## config.mk

```make
export PLATFORM = sky130hd
export DESIGN_NAME = bus_ready_generator_flat
export DESIGN_NICKNAME = d
export VERILOG_FILES = /design/src/rtl/bus_ready_generator_if.sv /design/src/rtl/bus_ready_generator.sv /design/src/flat_wrapper.sv
export SDC_FILE = /design/constraint.sdc
export NUM_CORES = 1
export LEC_CHECK = 0
export ABC_AREA = 1
export CAP_MARGIN = 25
export CORE_MARGIN = 2
export CORE_UTILIZATION = 50
export DETAILED_ROUTE_END_ITERATION = 7
export PLACE_DENSITY_LB_ADDON = 0.05
export SLEW_MARGIN = 30
export SYNTH_ARGS = -nofsm -noshare
export SYNTH_HDL_FRONTEND = slang
export SYNTH_SLANG_ARGS = --single-unit
```

## constraint.sdc

```tcl
create_clock -name clock -period 4.7 [get_ports clock]
set_input_delay 0.94 -clock clock [delete_from_list [all_inputs] [get_ports clock]]
set_output_delay 0.94 -clock clock [all_outputs]
set_load 0.005 [all_outputs]
```

## src/rtl/bus_ready_generator_if.sv

```systemverilog
// Command-side bus signals shared by the READY generator and its bus master.
// The master drives the arbitrated strobes and ownership; the slave returns READYs.
interface bus_ready_generator_if;
  logic address_enable_n;
  logic dma_wait_n;
  logic io_read_n;
  logic io_write_n;
  logic memory_read_n;
  logic memory_write_n;
  logic io_channel_ready;
  logic timeout_clear;
  logic processor_ready;
  logic dma_ready;
  logic wait_active;
  logic bus_timeout;

  modport master (
    output address_enable_n, dma_wait_n, io_read_n, io_write_n,
    output memory_read_n, memory_write_n, io_channel_ready, timeout_clear,
    input  processor_ready, dma_ready, wait_active, bus_timeout
  );

  modport slave (
    input  address_enable_n, dma_wait_n, io_read_n, io_write_n,
    input  memory_read_n, memory_write_n, io_channel_ready, timeout_clear,
    output processor_ready, dma_ready, wait_active, bus_timeout
  );
endinterface

```

## src/rtl/bus_ready_generator.sv

```systemverilog
// Wait-state / READY generator on the command side of the bus arbiter.
// Inserts fixed wait clocks per cycle type, then stretches on the synchronized
// expansion-channel ready, with a bounded timeout so a stuck card cannot hang
// the bus. READY goes low only for the current bus owner (CPU or DMA).
module bus_ready_generator #(
  parameter int IO_WAIT_STATES  = 1,
  parameter int MEM_WAIT_STATES = 0,
  parameter int DMA_WAIT_STATES = 1,
  parameter int TIMEOUT_CYCLES  = 1023
) (
  input  logic                  clock,
  input  logic                  reset,
  bus_ready_generator_if.slave  bus
);

  localparam int MAX_IO_MEM = (IO_WAIT_STATES > MEM_WAIT_STATES) ? IO_WAIT_STATES : MEM_WAIT_STATES;
  localparam int MAX_WAIT   = (MAX_IO_MEM > DMA_WAIT_STATES) ? MAX_IO_MEM : DMA_WAIT_STATES;
  localparam int CNT_RAW    = $clog2(MAX_WAIT + 1);
  localparam int CNT_W      = (CNT_RAW < 1) ? 1 : CNT_RAW;
  localparam int TMO_RAW    = $clog2(TIMEOUT_CYCLES + 1);
  localparam int TMO_W      = (TMO_RAW < 1) ? 1 : TMO_RAW;

  localparam logic [CNT_W-1:0] IO_N     = CNT_W'(IO_WAIT_STATES);
  localparam logic [CNT_W-1:0] MEM_N    = CNT_W'(MEM_WAIT_STATES);
  localparam logic [CNT_W-1:0] DMA_N    = CNT_W'(DMA_WAIT_STATES);
  localparam logic [CNT_W-1:0] CNT_ZERO = {CNT_W{1'b0}};
  localparam logic [CNT_W-1:0] CNT_ONE  = CNT_W'(1);
  localparam logic [TMO_W-1:0] TMO_ZERO = {TMO_W{1'b0}};
  localparam logic [TMO_W-1:0] TMO_ONE  = TMO_W'(1);
  localparam logic [TMO_W-1:0] TMO_LAST = TMO_W'(TIMEOUT_CYCLES - 1);

  typedef enum logic [1:0] {
    ST_IDLE    = 2'd0,
    ST_COUNT   = 2'd1,
    ST_CHANNEL = 2'd2,
    ST_DONE    = 2'd3
  } state_t;

  state_t           r_state;
  state_t           w_state_next;
  logic [CNT_W-1:0] r_cnt;
  logic [CNT_W-1:0] w_cnt_next;
  logic [TMO_W-1:0] r_tmo;
  logic [TMO_W-1:0] w_tmo_next;
  logic             r_owner;
  logic             w_owner_next;
  logic             w_set_timeout;
  logic             r_sync1;
  logic             r_sync2;
  logic             r_cmd_d;
  logic             w_cmd;
  logic             w_start;
  logic [CNT_W-1:0] w_wait_n;
  logic             w_owner_low;
  logic             w_cpu_rdy_next;
  logic             w_dma_rdy_next;
  logic             r_proc_ready;
  logic             r_dma_ready;
  logic             r_wait_active;
  logic             r_bus_timeout;

  // Wait count for a new cycle: DMA ownership dominates, then I/O beats memory.
  function automatic logic [CNT_W-1:0] select_wait(input logic dma_owner, input logic io_cycle);
    logic [CNT_W-1:0] n;
    if (dma_owner) begin
      n = DMA_N;
    end else if (io_cycle) begin
      n = IO_N;
    end else begin
      n = MEM_N;
    end
    return n;
  endfunction

  assign w_cmd    = ~(bus.io_read_n & bus.io_write_n & bus.memory_read_n & bus.memory_write_n);
  assign w_start  = w_cmd & ~r_cmd_d;
  assign w_wait_n = select_wait(bus.address_enable_n, ~(bus.io_read_n & bus.io_write_n));

  // Two-flop synchronizer for the asynchronous channel ready, plus command edge history.
  always_ff @(posedge clock) begin
    if (reset) begin
      r_sync1 <= 1'b0;
      r_sync2 <= 1'b0;
      r_cmd_d <= 1'b0;
    end else begin
      r_sync1 <= bus.io_channel_ready;
      r_sync2 <= r_sync1;
      r_cmd_d <= w_cmd;
    end
  end

  // Next-state, counter and timeout decisions for the wait-state sequencer.
  always_comb begin
    w_state_next  = r_state;
    w_cnt_next    = r_cnt;
    w_tmo_next    = r_tmo;
    w_owner_next  = r_owner;
    w_set_timeout = 1'b0;
    case (r_state)
      ST_IDLE: begin
        if (w_start) begin
          w_owner_next = bus.address_enable_n;
          w_tmo_next   = TMO_ZERO;
          if (w_wait_n != CNT_ZERO) begin
            w_state_next = ST_COUNT;
            w_cnt_next   = w_wait_n;
          end else begin
            w_state_next = ST_CHANNEL;
            w_cnt_next   = CNT_ZERO;
          end
        end else begin
          w_state_next = ST_IDLE;
        end
      end
      ST_COUNT: begin
        if (!w_cmd) begin
          w_state_next = ST_IDLE;
          w_cnt_next   = CNT_ZERO;
        end else if (r_cnt == CNT_ONE) begin
          w_state_next = ST_CHANNEL;
          w_cnt_next   = CNT_ZERO;
          w_tmo_next   = TMO_ZERO;
        end else begin
          w_cnt_next = r_cnt - CNT_ONE;
        end
      end
      ST_CHANNEL: begin
        if (!w_cmd) begin
          w_state_next = ST_IDLE;
          w_tmo_next   = TMO_ZERO;
        end else if (r_sync2) begin
          w_state_next = ST_DONE;
        end else if (r_tmo == TMO_LAST) begin
          w_state_next  = ST_DONE;
          w_set_timeout = 1'b1;
        end else begin
          w_tmo_next = r_tmo + TMO_ONE;
        end
      end
      ST_DONE: begin
        if (!w_cmd) begin
          w_state_next = ST_IDLE;
        end else begin
          w_state_next = ST_DONE;
        end
      end
      default: begin
        w_state_next = ST_IDLE;
        w_cnt_next   = CNT_ZERO;
        w_tmo_next   = TMO_ZERO;
      end
    endcase
  end

  // READY is computed from the next state so it moves on the same edge as the FSM.
  always_comb begin
    w_owner_low    = (w_state_next == ST_COUNT) || (w_state_next == ST_CHANNEL);
    w_cpu_rdy_next = ~(w_owner_low & ~w_owner_next);
    w_dma_rdy_next = ~(w_owner_low & w_owner_next);
  end

  // State register, counters and owner latch.
  always_ff @(posedge clock) begin
    if (reset) begin
      r_state <= ST_IDLE;
      r_cnt   <= CNT_ZERO;
      r_tmo   <= TMO_ZERO;
      r_owner <= 1'b0;
    end else begin
      r_state <= w_state_next;
      r_cnt   <= w_cnt_next;
      r_tmo   <= w_tmo_next;
      r_owner <= w_owner_next;
    end
  end

  // Registered outputs; CPU READY is also held low while a DMA handover is pending.
  always_ff @(posedge clock) begin
    if (reset) begin
      r_proc_ready  <= 1'b1;
      r_dma_ready   <= 1'b1;
      r_wait_active <= 1'b0;
    end else begin
      r_proc_ready  <= w_cpu_rdy_next & bus.dma_wait_n;
      r_dma_ready   <= w_dma_rdy_next;
      r_wait_active <= w_owner_low;
    end
  end

  // Sticky timeout flag; a new timeout beats a simultaneous clear.
  always_ff @(posedge clock) begin
    if (reset) begin
      r_bus_timeout <= 1'b0;
    end else if (w_set_timeout) begin
      r_bus_timeout <= 1'b1;
    end else if (bus.timeout_clear) begin
      r_bus_timeout <= 1'b0;
    end else begin
      r_bus_timeout <= r_bus_timeout;
    end
  end

  assign bus.processor_ready = r_proc_ready;
  assign bus.dma_ready       = r_dma_ready;
  assign bus.wait_active     = r_wait_active;
  assign bus.bus_timeout     = r_bus_timeout;

endmodule
```

## src/flat_wrapper.sv

```systemverilog
// flat-port wrapper written by rule: the top's interface ports become plain ports
module bus_ready_generator_flat 
#(
  parameter int IO_WAIT_STATES  = 1,
  parameter int MEM_WAIT_STATES = 0,
  parameter int DMA_WAIT_STATES = 1,
  parameter int TIMEOUT_CYCLES  = 1023
)
  (clock, reset, bus_address_enable_n, bus_dma_wait_n, bus_io_read_n, bus_io_write_n, bus_memory_read_n, bus_memory_write_n, bus_io_channel_ready, bus_timeout_clear, bus_processor_ready, bus_dma_ready, bus_wait_active, bus_bus_timeout);
  bus_ready_generator_if bus_i ();
  input  logic clock;
  input  logic reset;
  input wire logic [$bits(bus_i.address_enable_n)-1:0] bus_address_enable_n;
  input wire logic [$bits(bus_i.dma_wait_n)-1:0] bus_dma_wait_n;
  input wire logic [$bits(bus_i.io_read_n)-1:0] bus_io_read_n;
  input wire logic [$bits(bus_i.io_write_n)-1:0] bus_io_write_n;
  input wire logic [$bits(bus_i.memory_read_n)-1:0] bus_memory_read_n;
  input wire logic [$bits(bus_i.memory_write_n)-1:0] bus_memory_write_n;
  input wire logic [$bits(bus_i.io_channel_ready)-1:0] bus_io_channel_ready;
  input wire logic [$bits(bus_i.timeout_clear)-1:0] bus_timeout_clear;
  output wire logic [$bits(bus_i.processor_ready)-1:0] bus_processor_ready;
  output wire logic [$bits(bus_i.dma_ready)-1:0] bus_dma_ready;
  output wire logic [$bits(bus_i.wait_active)-1:0] bus_wait_active;
  output wire logic [$bits(bus_i.bus_timeout)-1:0] bus_bus_timeout;
  assign bus_i.address_enable_n = bus_address_enable_n;
  assign bus_i.dma_wait_n = bus_dma_wait_n;
  assign bus_i.io_read_n = bus_io_read_n;
  assign bus_i.io_write_n = bus_io_write_n;
  assign bus_i.memory_read_n = bus_memory_read_n;
  assign bus_i.memory_write_n = bus_memory_write_n;
  assign bus_i.io_channel_ready = bus_io_channel_ready;
  assign bus_i.timeout_clear = bus_timeout_clear;
  assign bus_processor_ready = bus_i.processor_ready;
  assign bus_dma_ready = bus_i.dma_ready;
  assign bus_wait_active = bus_i.wait_active;
  assign bus_bus_timeout = bus_i.bus_timeout;
  bus_ready_generator #(.IO_WAIT_STATES(IO_WAIT_STATES), .MEM_WAIT_STATES(MEM_WAIT_STATES), .DMA_WAIT_STATES(DMA_WAIT_STATES), .TIMEOUT_CYCLES(TIMEOUT_CYCLES)) u_core (.clock(clock), .reset(reset), .bus(bus_i));
endmodule
```

==> flow_metrics.tcl <==
set metrics [dict create \
    arrival_ns 2.42 \
    rsz0062_at_grt "false" \
    synthAdderAreaFrac_pct 2.02 \
    nets 216 \
    synth_edf_count 0 \
    avgSynthCellArea_sq_um 6.58 \
    synth_cell_type_count 29 \
    r2r_start "u_core.r_tmo[0]" \
    num-fill-cells 241 \
    synth_nets 200 \
    yosys.area.top_type "dfxtp_1" \
    portBuffers 13 \
    rows 18 \
    drc 0 \
    p_leak_nw 0.574 \
    end_kind "flop" \
    synthMuxAreaShare_pct 0 \
    path_clk_slew_ns 0.11 \
    crit_path_start_kind "input pin" \
    grt_overflow_total 0 \
    multi_input_comb_area_sq_um 712 \
    worst_pin_slew_ns 0.696 \
    via_per_inst 4.87 \
    hold_path_startpoint "u_core.r_sync1" \
    synthSimpleGateAreaFrac_pct 44.3 \
    io_pins 14 \
    grt_pass1_wl_mm 4.03 \
    cp_slowest_stage_delay_ns 0.45 \
    hpwlAfterDp_mm 1.93 \
    post-cts-setup-buffer-count 0 \
    min_period_ns 2.22 \
    antenna_found_initial 0 \
    dp.cells 229 \
    synth_xor_area_share_pct 0.709 \
    diodes 0 \
    seq_area_frac_synth_pct 34.0 \
    critical_path.top_delay_family "simple AND/OR/NAND/NOR gates" \
    htree_levels 1 \
    clock_path_buffers 2 \
    hold_viol_final 0 \
    report.final.slew_viol_count 0 \
    initial_utilization_pct 51.3 \
    fin_ws_ns 2.48 \
    die_w_um 53.7 \
    power.density_nw_per_um2 270 \
    grt_pass1_vias 997 \
    synthArstFlopShare_pct 0 \
    drt_wl_total_mm 2.50 \
    setup_viol 0 \
    synth_seq_cells 21 \
    tns_ns 0 \
    slew_headroom_pct 53.5 \
    total_power_mw 0.383 \
    die_h_um 53.7 \
    grt_max_degree 20 \
    required_ns 4.91 \
    clock-sinks 21 \
    cts_tree "yes" \
    worst_clock_skew_ns 0.00234 \
    ir_worst_vdd_uv 220 \
    cap_violations 0 \
    critPathMostFrequentCell "nand2_1" \
    synth_top_area_share_pct 34.0 \
    drt_iter0_drc 17 \
    syn-instance-count 188 \
    slowest_stage "clkdlybuf4s50_1" \
    max_freq_ghz 0.451 \
    hold_buffers 0 \
    synthTopCellsByArea "dfxtp_1 (34%), nand2_1 (16%), nor2_1 (8.8%)" \
    path_cells "clkdlybuf4s50_1 > nand2_1 > nor2_8 > inv_4 > nand2_1 > nand2_1 > a21oi_1 > nand3_1 > and2_4" \
    synth_compound_area_share_pct 10.5 \
    cts_resized 0 \
    clkLatencyLatePin_ns 0.30 \
    dieArea_sq_um 2890 \
    fin_cells 233 \
    fin_area_sq_um 1420 \
    final-seq-area_sq_um 420 \
    grtUsageTotal_pct 19.0 \
    crit_buf_inv 2 \
    startpoint "bus_memory_write_n" \
    crit_type "input pin to flop" \
    gp_congestion 0.795 \
    critPathMaxFanout 9 \
    pre_cts_ws_ns 2.15 \
    fin_crit_sh_pct 47.1 \
    core-area_sq_um 2410 \
    status "completed" \
    synth_top_family_by_area "simple AND/OR/NAND/NOR gates" \
    drive_gt1_share_pct 11.8 \
    cts_inserted_buffers 3 \
    place_area_sq_um 1400 \
    dr.pass1.iters 4 \
    syn_area_sq_um 1240 \
    yosys_warnings 0 \
    cts-root-buf "clkbuf_4" \
    wire_per_inst_um 10.7 \
    vias 1134 \
    synth_ff_type "dfxtp_1" \
    syn_to_final_growth_pct 15.1 \
    holdCritPathClass "flop to flop" \
    ant_nets 0 \
]
worst register-to-register path, stage by stage, from the launching register on:
cell     delay (ns)
dfxtp_1        0.50
inv_1          0.13
ha_1           0.21
nand3_1        0.08
nor2_1         0.04
nand2_1        0.13
nand2_1        0.10
a21oi_1        0.19
nand3_1        0.13
and2_4         0.16
flip-flops by register name, indices dropped and copies added (netlist names):
| name | count |
|---|---|
| u_core.r_state | 2 |
| u_core.r_cmd_d | 1 |
| u_core.r_sync1 | 1 |
| u_core.bus.processor_ready | 1 |
| u_core.r_owner | 1 |
| u_core.r_sync2 | 1 |
| u_core.bus.dma_ready | 1 |
| u_core.r_tmo | 10 |
| u_core.r_cnt | 1 |
| u_core.bus.wait_active | 1 |
| u_core.bus.bus_timeout | 1 |
where the power goes:
group | switching (mW) | leakage (nW) | internal (mW) | total (mW)
clock | 0.0528 | 0.0150 | 0.0330 | 0.0858
sequential | 0.00911 | 0.172 | 0.190 | 0.199
combinational | 0.0580 | 0.388 | 0.0403 | 0.0983
total | 0.120 | 0.574 | 0.264 | 0.383
stage by stage:
stage               hold WS [ns]  utilization (%)
global placement           0.389             57.9
detailed placement         0.397             57.9
finish                     0.413             59.0
global route               0.453             59.0
floorplan                  0.388                -
CTS                        0.415             59.0
cell usage in the layout (no fill, tap or decap):
cell type and instances:
nand2_1 52, nor2_1 29, inv_1 22, dfxtp_1 21
a21oi_1 15, clkdlybuf4s50_1 13, nand3_1 9, nand2_2 4
nand2_4 3, nand3b_1 3, nor2_2 3, clkbuf_4 3
o21ai_1 2, nor2_4 2, inv_2 2, nand4_1 2
or2_2 2, nor4_1 2, nor3_1 2, ha_1 2
nor2_8 1, inv_4 1, o21ai_4 1, o21ai_2 1
o21ai_0 1, and2_4 1, o211ai_1 1, o21bai_1 1
xor2_1 1, clkbuf_1 1
worst paths after layout:
check / depth (start not counted) / end / slack [ns]
worst min register to register: 2 / u_core.r_sync2 / 0.41
worst min-delay path: 2 / u_core.r_sync2 / 0.41
worst max-delay path: 9 / u_core.bus.wait_active / 2.48
worst max register to register: 9 / u_core.bus.wait_active / 2.94
cells in the mapped netlist, types with 2 or more instances:
cell type and n:
nand2_1 52, nor2_1 29, inv_1 22, dfxtp_1 21
a21oi_1 15, nand3_1 9, nand2_2 4, nand2_4 3
nand3b_1 3, nor2_2 3, ha_1 2, inv_2 2
nand4_1 2, nor2_4 2, nor3_1 2, nor4_1 2
o21ai_1 2, or2_2 2
kinds of logic (layout without fill, tap and decap cells):
group | count (synthesis) | after routing
AND/OR/NAND/NOR | 115 | 115
buffers and inverters | 27 | 42
AO/OA/AOI/OAI | 22 | 22
flip-flops | 21 | 21
adder cells (fa/ha/maj) | 2 | 2
XOR/XNOR | 1 | 1
cell type report:
cell class,instances,share of cell area [%]
repair buffers,13,9.15
well taps,30,2.64
inverters,25,6.77
clock buffers,4,1.85
multi-input cells,140,50.0
flip-flops and latches,21,29.6
metal layers:
metal  global-route usage [%]  share of wire (%)  up-vias
li1                         -                  -      617
met1                     23.1                 46      503
met2                     32.9                 51       12
met3                     3.33                3.1        2
met4                     7.26               0.60        0
met5                        0                  0        -
(Power assumes the default switching activity.)
